<file path="src/rtl/ahb_decoder_mux.sv">
// AHB-Lite address decoder + slave response mux: HSEL same cycle as HADDR, response muxed in the following data phase(s).
// Stalls follow the selected HREADYOUT; define DECODER_WATCHDOG_EN to cut long stalls short with a two-cycle ERROR.
module ahb_decoder_mux #(
  parameter int                     NUM_SLAVES = 4,
  parameter logic [32*NUM_SLAVES-1:0] BASE_ADDRS = {32'h3000_0000, 32'h2000_0000, 32'h1000_0000, 32'h0000_0000},
  parameter logic [32*NUM_SLAVES-1:0] ADDR_MASKS = {4{32'hF000_0000}},
  parameter int                     WD_LIMIT   = 16,
  parameter int                     WD_WIDTH   = 5
) (
  input  logic                      HMASTCLOCK,
  input  logic                      reset,
  input  logic [31:0]               HADDR,
  input  logic [1:0]                HTRANS,
  output logic [NUM_SLAVES-1:0]     HSEL_S,
  output logic                      HSEL_DEF,
  input  logic [32*NUM_SLAVES-1:0]  HRDATA_S,
  input  logic [NUM_SLAVES-1:0]     HREADYOUT_S,
  input  logic [NUM_SLAVES-1:0]     HRESP_S,
  input  logic [31:0]               HRDATA_DEF,
  input  logic                      HREADYOUT_DEF,
  input  logic                      HRESP_DEF,
  output logic [31:0]               HRDATA,
  output logic                      HREADY,
  output logic                      HRESP
);

  localparam int NSEL = NUM_SLAVES + 1;
  localparam int DEF  = NUM_SLAVES;

  logic [NSEL-1:0] w_asel;
  // One-hot data-phase select; bit DEF is the default slave, all-zero means no transfer in flight.
  logic [NSEL-1:0] r_dsel;
  logic [31:0]     w_mux_rdata;
  logic            w_mux_ready;
  logic            w_mux_resp;
  logic            w_unused_htrans;

  assign w_unused_htrans = HTRANS[0];

  always_comb begin : decode
    logic v_hit;
    v_hit  = 1'b0;
    w_asel = '0;
    for (int i = 0; i < NUM_SLAVES; i++) begin
      if (!v_hit && ((HADDR & ADDR_MASKS[32*i +: 32]) == BASE_ADDRS[32*i +: 32])) begin
        w_asel[i] = 1'b1;
        v_hit     = 1'b1;
      end
    end
    w_asel[DEF] = !v_hit;
  end

  assign HSEL_S   = w_asel[NUM_SLAVES-1:0];
  assign HSEL_DEF = w_asel[DEF];

  always_comb begin : resp_mux
    w_mux_rdata = '0;
    w_mux_ready = 1'b1;
    w_mux_resp  = 1'b0;
    for (int i = 0; i < NUM_SLAVES; i++) begin
      if (r_dsel[i]) begin
        w_mux_rdata = HRDATA_S[32*i +: 32];
        w_mux_ready = HREADYOUT_S[i];
        w_mux_resp  = HRESP_S[i];
      end
    end
    if (r_dsel[DEF]) begin
      w_mux_rdata = HRDATA_DEF;
      w_mux_ready = HREADYOUT_DEF;
      w_mux_resp  = HRESP_DEF;
    end
  end

  // Address phase is accepted only when the current data phase completes.
  always_ff @(posedge HMASTCLOCK) begin
    if (reset) begin
      r_dsel <= '0;
    end else if (HREADY) begin
      r_dsel <= HTRANS[1] ? w_asel : '0;
    end
  end

`ifdef DECODER_WATCHDOG_EN
  typedef enum logic [1:0] {WD_RUN, WD_ERR1, WD_ERR2} wd_state_t;

  localparam logic [WD_WIDTH-1:0] WD_LIM = WD_WIDTH'(WD_LIMIT);

  wd_state_t           r_wd_state;
  wd_state_t           w_wd_state_nxt;
  logic [WD_WIDTH-1:0] r_wd_cnt;
  logic [WD_WIDTH-1:0] w_wd_cnt_nxt;
  logic                w_waiting;

  assign w_waiting = (|r_dsel) && !w_mux_ready;

  always_ff @(posedge HMASTCLOCK) begin
    if (reset) begin
      r_wd_state <= WD_RUN;
      r_wd_cnt   <= '0;
    end else begin
      r_wd_state <= w_wd_state_nxt;
      r_wd_cnt   <= w_wd_cnt_nxt;
    end
  end

  // During ERR1/ERR2 the stalled slave is ignored and the master sees a synthesized ERROR.
  always_comb begin
    w_wd_state_nxt = r_wd_state;
    w_wd_cnt_nxt   = '0;
    HRDATA         = w_mux_rdata;
    HREADY         = w_mux_ready;
    HRESP          = w_mux_resp;
    case (r_wd_state)
      WD_RUN: begin
        if (w_waiting) begin
          if (r_wd_cnt == WD_LIM) begin
            w_wd_state_nxt = WD_ERR1;
          end else begin
            w_wd_cnt_nxt = r_wd_cnt + WD_WIDTH'(1);
          end
        end
      end
      WD_ERR1: begin
        HRDATA         = '0;
        HREADY         = 1'b0;
        HRESP          = 1'b1;
        w_wd_state_nxt = WD_ERR2;
      end
      WD_ERR2: begin
        HRDATA         = '0;
        HREADY         = 1'b1;
        HRESP          = 1'b1;
        w_wd_state_nxt = WD_RUN;
      end
      default: begin
        w_wd_state_nxt = WD_RUN;
      end
    endcase
  end
`else
  logic [WD_WIDTH-1:0] w_unused_wd;
  assign w_unused_wd = WD_WIDTH'(WD_LIMIT);

  assign HRDATA = w_mux_rdata;
  assign HREADY = w_mux_ready;
  assign HRESP  = w_mux_resp;
`endif

endmodule
</file>
<file path="config.mk">
export PLATFORM = sky130hd
export DESIGN_NAME = ahb_decoder_mux
export DESIGN_NICKNAME = d
export VERILOG_FILES = /design/src/rtl/ahb_decoder_mux.sv
export SDC_FILE = /design/constraint.sdc
export NUM_CORES = 1
export LEC_CHECK = 0
export ABC_CLOCK_PERIOD_IN_PS = 4760
export BUFFER_PORTS_ARGS = -buffer_cell sky130_fd_sc_hd__buf_4
export CAP_MARGIN = 20
export CORE_AREA = 2 2 95 97
export CTS_BUF_LIST = sky130_fd_sc_hd__clkbuf_8
export CTS_CLUSTER_DIAMETER = 30
export DETAILED_ROUTE_END_ITERATION = 7
export DIE_AREA = 0 0 97 99
export PLACE_DENSITY_LB_ADDON = 0.3
export SLEW_MARGIN = 20
export SYNTH_ARGS = -nofsm -noshare
export SYNTH_HDL_FRONTEND = slang
export SYNTH_SLANG_ARGS = --single-unit
export TNS_END_PERCENT = 50
</file>
<file path="constraint.sdc">
create_clock -name HMASTCLOCK -period 4.76 [get_ports HMASTCLOCK]
set_input_delay 0.714 -clock HMASTCLOCK [delete_from_list [all_inputs] [get_ports HMASTCLOCK]]
set_output_delay 0.714 -clock HMASTCLOCK [all_outputs]
set_load 0.05 [all_outputs]
</file>
# Word-level counts from Yosys, hierarchy flattened
# Index checks and enable logic that the tools add are counted.
[classes]
add_sub_neg = 0
mul = 0
div = 0
n_lt_le_gt_ge = 0
eq_ne = 3
n_shift = 0
mux = 23
bitwise_logic = 0
reduce_logical = 8
[op_table]
columns = ["op", "count"]
rows = [
  ["$mux 32", 5],
  ["$logic_not 32->1", 1],
  ["$mux 1", 17],
  ["$eq 4x2->1 const B", 2],
  ["$mux 5", 1],
  ["$eq 4x1->1 const B", 1],
  ["$logic_not 1->1", 4],
  ["$logic_and 1x1->1", 3],
]
[word_totals]
regBits = 5
latch_bits = 0
ram_bits = 0
mem_bits_ro = 0
input_bits = 206
out_inout_bits = 39
wordCells = 35
n_memories = 0

# Logic depth before layout (Yosys ltp)
# Gate-level depths: netlist (run 1).
[depth]
word_depth = 13
depth_mapped = 7
ltp_nobuf = 4

# Least setup slack after synthesis (run 1)
# OpenSTA, ideal clock, no wires.
[synth_path]
path_kind = "input port to output port"
start = "input port HADDR[29]"
end = "output port HSEL_S[1]"
t_arrival_ns = 2.441
required_ns = 4.046
path_slack_ns = 1.605
stages = 1
n_path_buf = 0
cell_sequence = "nor4b_1"
[synth_between]
elab_chain_len = 5
elab_cells_between_ends = 6
cone_classes = "eq/ne (1); mux (2); reduce/logical (3)"
[synth_rtl]
columns = ["item", "line", "text"]
rows = [
  ["start: declaration", "12", "input logic [31:0] HADDR,"],
  ["$logic_not 32->1", "45", "if (!v_hit && ((HADDR & ADDR_MASKS[32*i +: 32]) == BASE_ADDRS[32*i +: 32])) begin"],
  ["$mux 1", "45", ""],
  ["$logic_not 1->1", "45", ""],
  ["$logic_and 1x1->1 *", "45", ""],
  ["$mux 1 *", "45", ""],
  ["end: declaration", "14", "output logic [NUM_SLAVES-1:0] HSEL_S,"],
]
# Every way passes the cells marked *; elsewhere a longest branch is shown, timed or not.

# Final worst setup path (run 1)
[layout_path]
start = "register r_dsel[4]"
end = "output port HREADY"
[layout_between]
elab_chain_len = 1
[layout_rtl]
columns = ["item", "line", "text"]
rows = [
  ["start: declaration", "32", "logic [NSEL-1:0] r_dsel;"],
  ["start signal: assignment", "79", "r_dsel <= HTRANS[1] ? w_asel : '0;"],
  ["$mux 1", "67", "if (r_dsel[DEF]) begin"],
  ["end: declaration", "23", "output logic HREADY,"],
]
# Every way passes these cells.

==> flow_summary.yaml, run 1 <==
cts:
  cts-root-buf: "clkbuf_8"
  clk_latency_ps: 220
  cts_tree: "yes"
  cts_setup_buffers: 0
  cts_buffers: 3
  htreeDepth: 1
  hold_buffers: 0
  clock-sinks: 5
  clockBufferDepth: 2
  clkTransAtPathRegs_ps: 40
  cts-resized-gates: 0
worst_hold_path:
  hold_class: "flop to flop"
timing:
  worst_slew_pin_slew_ps: 776.7
  fmaxAchievable_mhz: 303.5
  hold_viol: 0
  post-route-period-util_pct: 69.21
  setup_viol: 0
  relSlewSlack_pct: 48.22
  finClkSkew_ps: 2.398
  grt_setup_unrepaired: "no"
  drv_slew: 0
  period_needed_ps: 3294
  finalSetupTns_ps: 0
grt:
  antenna_found_initial: 0
  grt_pass1_wl_um: 12380
  grt_pass1_vias: 2412
  grtUsageTotal_pct: 15.32
  grt-ovfl-total: 0
  grt_max_degree: 71
synthesis:
  synth_area_leader_cell: "a221o_1"
  yosysMostFrequentCell: "nor2b_1"
  syn-num-nets: 408
  synthTopCellsByCount: "nor2b_1 (40), a221o_1 (34), a221oi_1 (33), nor3_1 (33), clkbuf_1 (24)"
  ys.flop_type: "dfxtp_1"
  synth_edf_count: 0
  synth_cell_type_count: 21
  ys_seq_area_share_pct: 6.963
  synth_warnings: 0
  avgSynthCellArea_um2: 7.117
  async_reset_ff_share_pct: 0
  synth_top_area_share_pct: 23.67
  yosys_register_bits: 5
  syn-instance-count: 202
  synth_area_leaders: "a221o_1 (24%), a221oi_1 (20%), nor2b_1 (17%), nor3_1 (11%), dfxtp_1 (7.0%)"
  synth_area_um2: 1438
final_layout:
  regArea_um2: 103.9
  largest_register: "r_dsel"
  final_util_pct: 36.74
  drive_gt1_share_pct: 57.07
  top_regs: "r_dsel (5)"
  largest_reg_flops: 5
  multiInputGateArea_um2: 1195
  layout.nets: 603
  syn_to_final_growth_pct: 118.5
  fill_cells: 887
  final_cell_area_um2: 3142
  diodes: 0
worst_setup_path:
  arrival_ps: 2580
  crit_fanout: 34
  end_kind: "output port"
  critPathKind: "flop to output port"
  startpoint_type: "flop"
  cp.required_ps: 4050
power:
  cellPowerDensity_nw_per_um2: 130.3
  p_leak_nw: 1.516
  report.power.total_w: 0.0004094
  peakVddDrop_v: 0.0001282
placement:
  gp_congestion: 0.8370
  hpwl_um: 6153
  place_area_um2: 3094
  io_buffers: 215
floorplanning:
  die_w_um: 97
  initial_core_util_pct: 16.81
  die_h_um: 99
  rows: 34
  pin_count: 245
  core_um2: 8551
  dieArea_um2: 9603
outcome:
  status: "complete, no violations"
detailed_routing:
  drt_first_pass_iters: 4
  drc: 0
  num_vias: 2489
  viasPerCell: 4.938
  routed_wl_um: 8220
  ant_nets: 0
  routedWlPerCell_um: 16.31
  drtIter0Drc: 81
flow_run:
  cap_violations: 0
==> cell type report <==
type,instances,share of cell area (%)
Inverter,5,0.5974
Multi-Input combinational cell,163,38.03
Tap cell,108,4.301
Clock buffer,3,1.314
Sequential cell,5,3.305
Clock inverter,1,0.1195
Timing Repair Buffer,219,52.33
==> report_power, final <==
group / switching [W] / leakage [nW] / total, W / internal (W)
clock: 0.0000220 / 0.0269 / 0.0000774 / 0.0000554
sequential: 0.00000596 / 0.0414 / 0.0000487 / 0.0000427
combinational: 0.000139 / 1.45 / 0.000283 / 0.000144
==> through the flow <==
step	instances	setup slack (ps)	hold slack (ps)
after floorplan	202	1605	433.5
after global placement	500	1626	448.4
after detailed placement	500	1647	455.2
after CTS	504	1398	462.8
after global routing	504	1309	494.8
final	504	1466	461.8
==> worst paths after layout <==
kind,endpoint,from,cells past startpoint,slack (ps)
worst max register to register,r_dsel[4],r_dsel[4],4,2320
worst min-delay path,r_dsel[0],r_dsel[0],2,460
worst min register to register,r_dsel[0],r_dsel[0],2,460
worst max-delay path,HREADY,r_dsel[4],5,1470
==> per-layer routing <==
metal | part of all wire [%] | vias up | global-route usage (%) | wire, um
li1 | - | 1212 | - | -
met2 | 52 | 118 | 28.74 | 4306
met1 | 40 | 1159 | 19.17 | 3314
met3 | 7.3 | 0 | 3.050 | 599
met5 | 0 | - | 0 | 0
met4 | 0 | 0 | 0.3250 | 0
==> worst max-delay path, stage by stage (launching register included) <==
cell and delay, ps:
dfxtp_1 800, or2_2 750, a21oi_1 80, a211o_1 440
inv_1 90, buf_4 190
==> cells in the final DEF (no fill, tap or decap) <==
cell / n
buf_4: 219
nor2b_1: 38
a221o_1: 34
a221oi_1: 33
nor3_1: 33
nand2_1: 8
inv_1: 6
mux2i_1: 4
dfxtp_1: 4
a21oi_1: 3
clkbuf_8: 3
nor2b_2: 2
nor4b_1: 2
or2_2: 1
a211o_1: 1
nor2_1: 1
and3_1: 1
nor4_1: 1
o221a_1: 1
dfxtp_4: 1
==> cells by family (layout without fill, tap and decap cells) <==
logic type             after synthesis  after routing  synth area share (%)
multiplexers                         4              4                 2.785
AO/OA/AOI/OAI                       72             72                 46.21
flip-flops                           5              5                 6.963
buffers and inverters               34            228                 10.27
AND/OR/NAND/NOR                     87             87                 33.77
No activity file was read; power rests on OpenSTA's default activity.
==> run 2, diff against run 1 <==
--- a/config.mk
+++ b/config.mk
@@ -5,14 +5,14 @@
 export SDC_FILE = /design/constraint.sdc
 export NUM_CORES = 1
 export LEC_CHECK = 0
-export ABC_CLOCK_PERIOD_IN_PS = 4760
+export ABC_CLOCK_PERIOD_IN_PS = 3400
 export BUFFER_PORTS_ARGS = -buffer_cell sky130_fd_sc_hd__buf_4
 export CAP_MARGIN = 20
-export CORE_AREA = 2 2 95 97
+export CORE_AREA = 2 2 94 96
 export CTS_BUF_LIST = sky130_fd_sc_hd__clkbuf_8
 export CTS_CLUSTER_DIAMETER = 30
 export DETAILED_ROUTE_END_ITERATION = 7
-export DIE_AREA = 0 0 97 99
+export DIE_AREA = 0 0 96 98
 export PLACE_DENSITY_LB_ADDON = 0.3
 export SLEW_MARGIN = 20
 export SYNTH_ARGS = -nofsm -noshare
==> constraint.sdc (replaced) <==
create_clock -name HMASTCLOCK -period 3.4 [get_ports HMASTCLOCK]
set_input_delay 0.51 -clock HMASTCLOCK [delete_from_list [all_inputs] [get_ports HMASTCLOCK]]
set_output_delay 0.51 -clock HMASTCLOCK [all_outputs]
set_load 0.05 [all_outputs]
==> run 2 against run 1 <==
  * Clock power grew 38%
  * Combinational power rose by 42%
  * Sequential share of layout area decreased by 0.092 points
  * First-iteration DRC count decreased by 7.4%
  * Critical path type unchanged
  * Largest power group unchanged
  * Sequential power up 29%
==> flow_summary.yaml, run 2 (same netlist as run 1, synthesis figures left out) <==
final_layout:
  final_cell_mix: "buf_4 (221), nor2b_1 (38), a221o_1 (34), a221oi_1 (33), nor3_1 (33)"
  largest_register: "r_dsel"
  drive_gt1_share_pct: 57.29
  final_cell_area_um2: 3154
  syn_to_final_growth_pct: 119.4
  fill_cells: 894
  layout.nets: 605
  final_common_cell: "buf_4"
  final_util_pct: 37.26
  diodes: 0
  top_regs: "r_dsel (5)"
  largest_reg_flops: 5
  instances_no_fill: 506
timing:
  period_needed_ps: 2776
  drv_slew: 0
  hold_viol: 0
  post-route-period-util_pct: 81.65
  setup_viol: 0
  fmaxAchievable_mhz: 360.2
  finalSetupTns_ps: 0
  grt_setup_unrepaired: "no"
  finClkSkew_ps: 1.618
  relSlewSlack_pct: 44.15
  worst_slew_pin_slew_ps: 837.8
detailed_routing:
  drt_first_pass_iters: 4
  routed_wl_um: 7896
  wl_met1_um: 3068
  routedWlPerCell_um: 15.60
  drtIter0Drc: 75
  drc: 0
  top_layer_used: "met4"
  viasPerCell: 4.828
  ant_nets: 0
  num_vias: 2443
  met2_length_um: 4087
  met3WireLength_um: 708
placement:
  gp_congestion: 0.8050
  io_buffers: 215
  placed_cells: 502
  hpwl_um: 6179
  place_area_um2: 3109
cts:
  cts_tree: "yes"
  htreeDepth: 1
  cts-resized-gates: 0
  clkTransAtPathRegs_ps: 40
  hold_buffers: 0
  cts_setup_buffers: 0
  clockBufferDepth: 2
  cts-root-buf: "clkbuf_8"
  clock-sinks: 5
  cts_buffers: 3
  clk_latency_ps: 220
worst_setup_path:
  worst-path-buf-inv: 3
  critical_path.slowest_cell: "nor2b_2"
  cp.depth: 6
  cp_common_cell: "buf_4"
  cp.required_ps: 2890
  cp_top_family: "buffers and inverters"
  r2r_end: "r_dsel[3]"
  worstRegToRegCells: 5
  reg2reg_slack_ps: 1320
  end_kind: "output port"
  crit_fanout: 19
  critPathKind: "flop to output port"
  arrival_ps: 2270
  crit_path_cell_trace: "nor2b_2, buf_4, a221o_1, a211o_1, inv_1, buf_4"
  cp_slowest_stage_delay_ps: 580
  reg2reg_from: "r_dsel[0]"
  startpoint_type: "flop"
grt:
  grtUsageTotal_pct: 15.23
  antenna_found_initial: 0
  grt_pass1_wl_um: 11650
  grt_max_degree: 53
  grt_pass1_vias: 2403
  grt-ovfl-total: 0
worst_hold_path:
  hold_path_end: "r_dsel[0]"
  hold_path_depth: 2
  min-delay-start: "r_dsel[0]"
  hold_class: "flop to flop"
floorplanning:
  core_um2: 8466
  die_w_um: 96
  dieArea_um2: 9408
  initial_core_util_pct: 16.98
  die_h_um: 98
  rows: 34
  pin_count: 245
flow_run:
  cap_violations: 0
outcome:
  status: "complete, no violations"
power:
  cellPowerDensity_nw_per_um2: 181.1
  report.power.total_w: 0.0005714
  p_leak_nw: 1.526
  peakVddDrop_v: 0.0001565
-- run 2: final cells by class --
class                   instances  area (um^2)  area share, %
flip-flops and latches          5        101.3          3.213
clock buffers                   3        41.29          1.309
multi-input cells             163         1195          37.88
repair buffers                221         1659          52.60
well taps                     108        135.1          4.284
inverters                       5        18.77         0.5950
clock inverters                 1        3.754         0.1190
-- run 2: tightest hold or removal path: stages, from the launching register on --
cell     delay (ps)
dfxtp_1         300
nand2_1          50
mux2i_1          60
-- run 2: stage by stage --
stage	setup slack [ps]	hold slack, ps
floorplan	653.4	433.5
global placement	842.3	449.8
detailed placement	826.7	456.9
CTS	583.3	464.4
global route	448.7	477.6
finish	623.8	460.1
-- run 2: routing by layer --
layer  global-route usage, %  up-vias
li1                        -     1221
met1                   18.56     1102
met2                   28.42      116
met3                   2.083        4
met4                   1.978        0
met5                       0        -
-- run 2: how the worst max path moves through the flow --
| stage | startpoint | to | slack (ps) |
|---|---|---|---|
| floorplan | HADDR[29] | HSEL_S[1] | 650 |
| global placement | r_dsel[0] | HREADY | 840 |
| detailed placement | r_dsel[0] | HREADY | 830 |
| CTS | r_dsel[0] | HREADY | 580 |
| global route | r_dsel[0] | HREADY | 450 |
| finish | r_dsel[0] | HREADY | 620 |
-- run 2: power by group --
| group | internal (W) | switching [W] | total (W) |
|---|---|---|---|
| Combinational | 0.000202 | 0.000200 | 0.000402 |
| Sequential | 0.0000605 | 0.00000231 | 0.0000628 |
| Clock | 0.0000774 | 0.0000292 | 0.000107 |
| Total | 0.000340 | 0.000232 | 0.000571 |
==> run 3, diff against run 2 <==
--- a/config.mk
+++ b/config.mk
@@ -5,7 +5,7 @@
 export SDC_FILE = /design/constraint.sdc
 export NUM_CORES = 1
 export LEC_CHECK = 0
-export ABC_CLOCK_PERIOD_IN_PS = 3400
+export ABC_CLOCK_PERIOD_IN_PS = 2870
 export BUFFER_PORTS_ARGS = -buffer_cell sky130_fd_sc_hd__buf_4
 export CAP_MARGIN = 20
 export CORE_AREA = 2 2 94 96
==> constraint.sdc (replaced) <==
create_clock -name HMASTCLOCK -period 2.87 [get_ports HMASTCLOCK]
set_input_delay 0.4305 -clock HMASTCLOCK [delete_from_list [all_inputs] [get_ports HMASTCLOCK]]
set_output_delay 0.4305 -clock HMASTCLOCK [all_outputs]
set_load 0.05 [all_outputs]
==> run 3 against run 2 <==
  * First-iteration DRC count increased by 4.0%
  * Total power increased by 18%
  * Worst setup slack got worse by 390 ps
  * Global-route usage increased by 0.096 points
  * Cell area about the same
  * Via count increased by 1.1%
  * Clock skew decreased by 0.79 ps
  * Routed wire length increased by 0.95%
  * Utilization about the same
  * Cell count decreased by 0.20%
==> flow_summary.yaml, run 3 (same netlist as run 1, synthesis figures left out) <==
timing:
  relSlewSlack_pct: 50.34
  post-route-period-util_pct: 91.96
  setup_viol: 0
  hold_viol: 0
  hold_ws_ps: 462.1
  period_needed_ps: 2639
  grt_setup_unrepaired: "no"
  worst_slew_pin_slew_ps: 744.8
  finClkSkew_ps: 0.8293
  drv_slew: 0
  fmaxAchievable_mhz: 378.9
  finalSetupTns_ps: 0
flow_run:
  cap_violations: 0
cts:
  hold_buffers: 0
  cts-root-buf: "clkbuf_8"
  cts_buffers: 3
  clkTransAtPathRegs_ps: 30
  clockBufferDepth: 2
  clock-sinks: 5
  cts_tree: "yes"
  htreeDepth: 1
  clk_latency_ps: 220
detailed_routing:
  ant_nets: 0
  routedWlPerCell_um: 15.78
  drtIter0Drc: 78
  viasPerCell: 4.889
  routed_wl_um: 7971
  drc: 0
  num_vias: 2469
  drt_first_pass_iters: 4
final_layout:
  drive_gt1_share_pct: 57.18
  final_cell_mix: "buf_4 (220), nor2b_1 (38), a221o_1 (34), a221oi_1 (33), nor3_1 (33)"
  diodes: 0
  largest_reg_flops: 5
  final_cell_area_um2: 3152
  largest_register: "r_dsel"
  layout.nets: 604
  syn_to_final_growth_pct: 119.2
  fill_cells: 878
  top_regs: "r_dsel (5)"
  regArea_um2: 101.3
  final_common_cell: "buf_4"
  multiInputGateArea_um2: 1200
grt:
  grt_pass1_wl_um: 11750
  grt-ovfl-total: 0
  use_met2_pct: 28.53
  met3_usage_pct: 2.546
  grtUsageTotal_pct: 15.33
  grt_max_degree: 37
  grt_pass1_vias: 2380
  top_usage_layer: "met2"
  met1_usage_pct: 18.48
  antenna_found_initial: 0
power:
  peakVddDrop_v: 0.0001837
  p_leak_nw: 1.521
  report.power.total_w: 0.0006762
  cellPowerDensity_nw_per_um2: 214.5
worst_setup_path:
  crit_fanout: 34
  critPathKind: "flop to output port"
  startpoint_type: "flop"
  cp.required_ps: 2440
  end_kind: "output port"
  arrival_ps: 2210
placement:
  place_area_um2: 3102
  gp_congestion: 0.7575
  io_buffers: 215
  hpwl_um: 6213
floorplanning:
  dieArea_um2: 9408
  pin_count: 245
  die_w_um: 96
  rows: 34
  initial_core_util_pct: 16.98
  die_h_um: 98
  core_um2: 8466
outcome:
  status: "complete, no violations"
worst_hold_path:
  hold_class: "flop to flop"
## run 3: cell count changes in the layout (fill, tap and decap cells not counted)
cell,delta
nor2b_4,+1
buf_4,-1
nor2b_2,-1
## run 3: critical path, cell delays in order, from the launching register on
cell	delay, ps
dfxtp_1	500
or2_2	650
a21oi_1	90
a211o_1	440
inv_1	90
buf_4	190
## run 3: per-stage QoR
step	cells	util (%)	worst slack [ps]
after global placement	501	36.64	369.1
after CTS	505	37.17	118.2
after floorplan	202	-	282.4
final	505	37.23	230.7
after detailed placement	501	36.64	356.1
after global routing	505	37.23	44.69
## run 3: metal layers
metal / part of all wire (%) / vias to the layer above
li1: - / 1218
met1: 39 / 1122
met2: 51 / 123
met3: 10 / 6
met4: 0.60 / 0
met5: 0 / -
## run 3: where the power goes
group,internal [W],switching [W]
Clock,0.0000916,0.0000343
Sequential,0.0000717,0.00000478
Combinational,0.000239,0.000235
Total,0.000402,0.000274
## run 3: area by class of cell
cell class / count / area share, %
tap: 108 / 4.287
sequential: 5 / 3.216
clock buffer: 3 / 1.310
clock inverter: 1 / 0.1191
multi-input combinational: 163 / 38.07
inverter: 5 / 0.5955
timing repair buffer: 220 / 52.40
## run 3: path summary, 6_finish.rpt
| check | cells past startpoint | end | slack [ps] | from |
|---|---|---|---|---|
| worst max-delay path | 5 | HREADY | 230 | r_dsel[4] |
| worst max register to register | 4 | r_dsel[4] | 810 | r_dsel[4] |
| worst min-delay path | 2 | r_dsel[0] | 460 | r_dsel[0] |
| worst min register to register | 2 | r_dsel[0] | 460 | r_dsel[0] |
## run 3: repair_timing
| item | 4_1_cts | 5_1_grt |
|---|---|---|
| gates resized for setup | 0 | 1 |
| setup buffers | 0 | 0 |
| endpoints found under the hold margin | 0 | 0 |
| endpoints found under the setup margin | 0 | 11 |
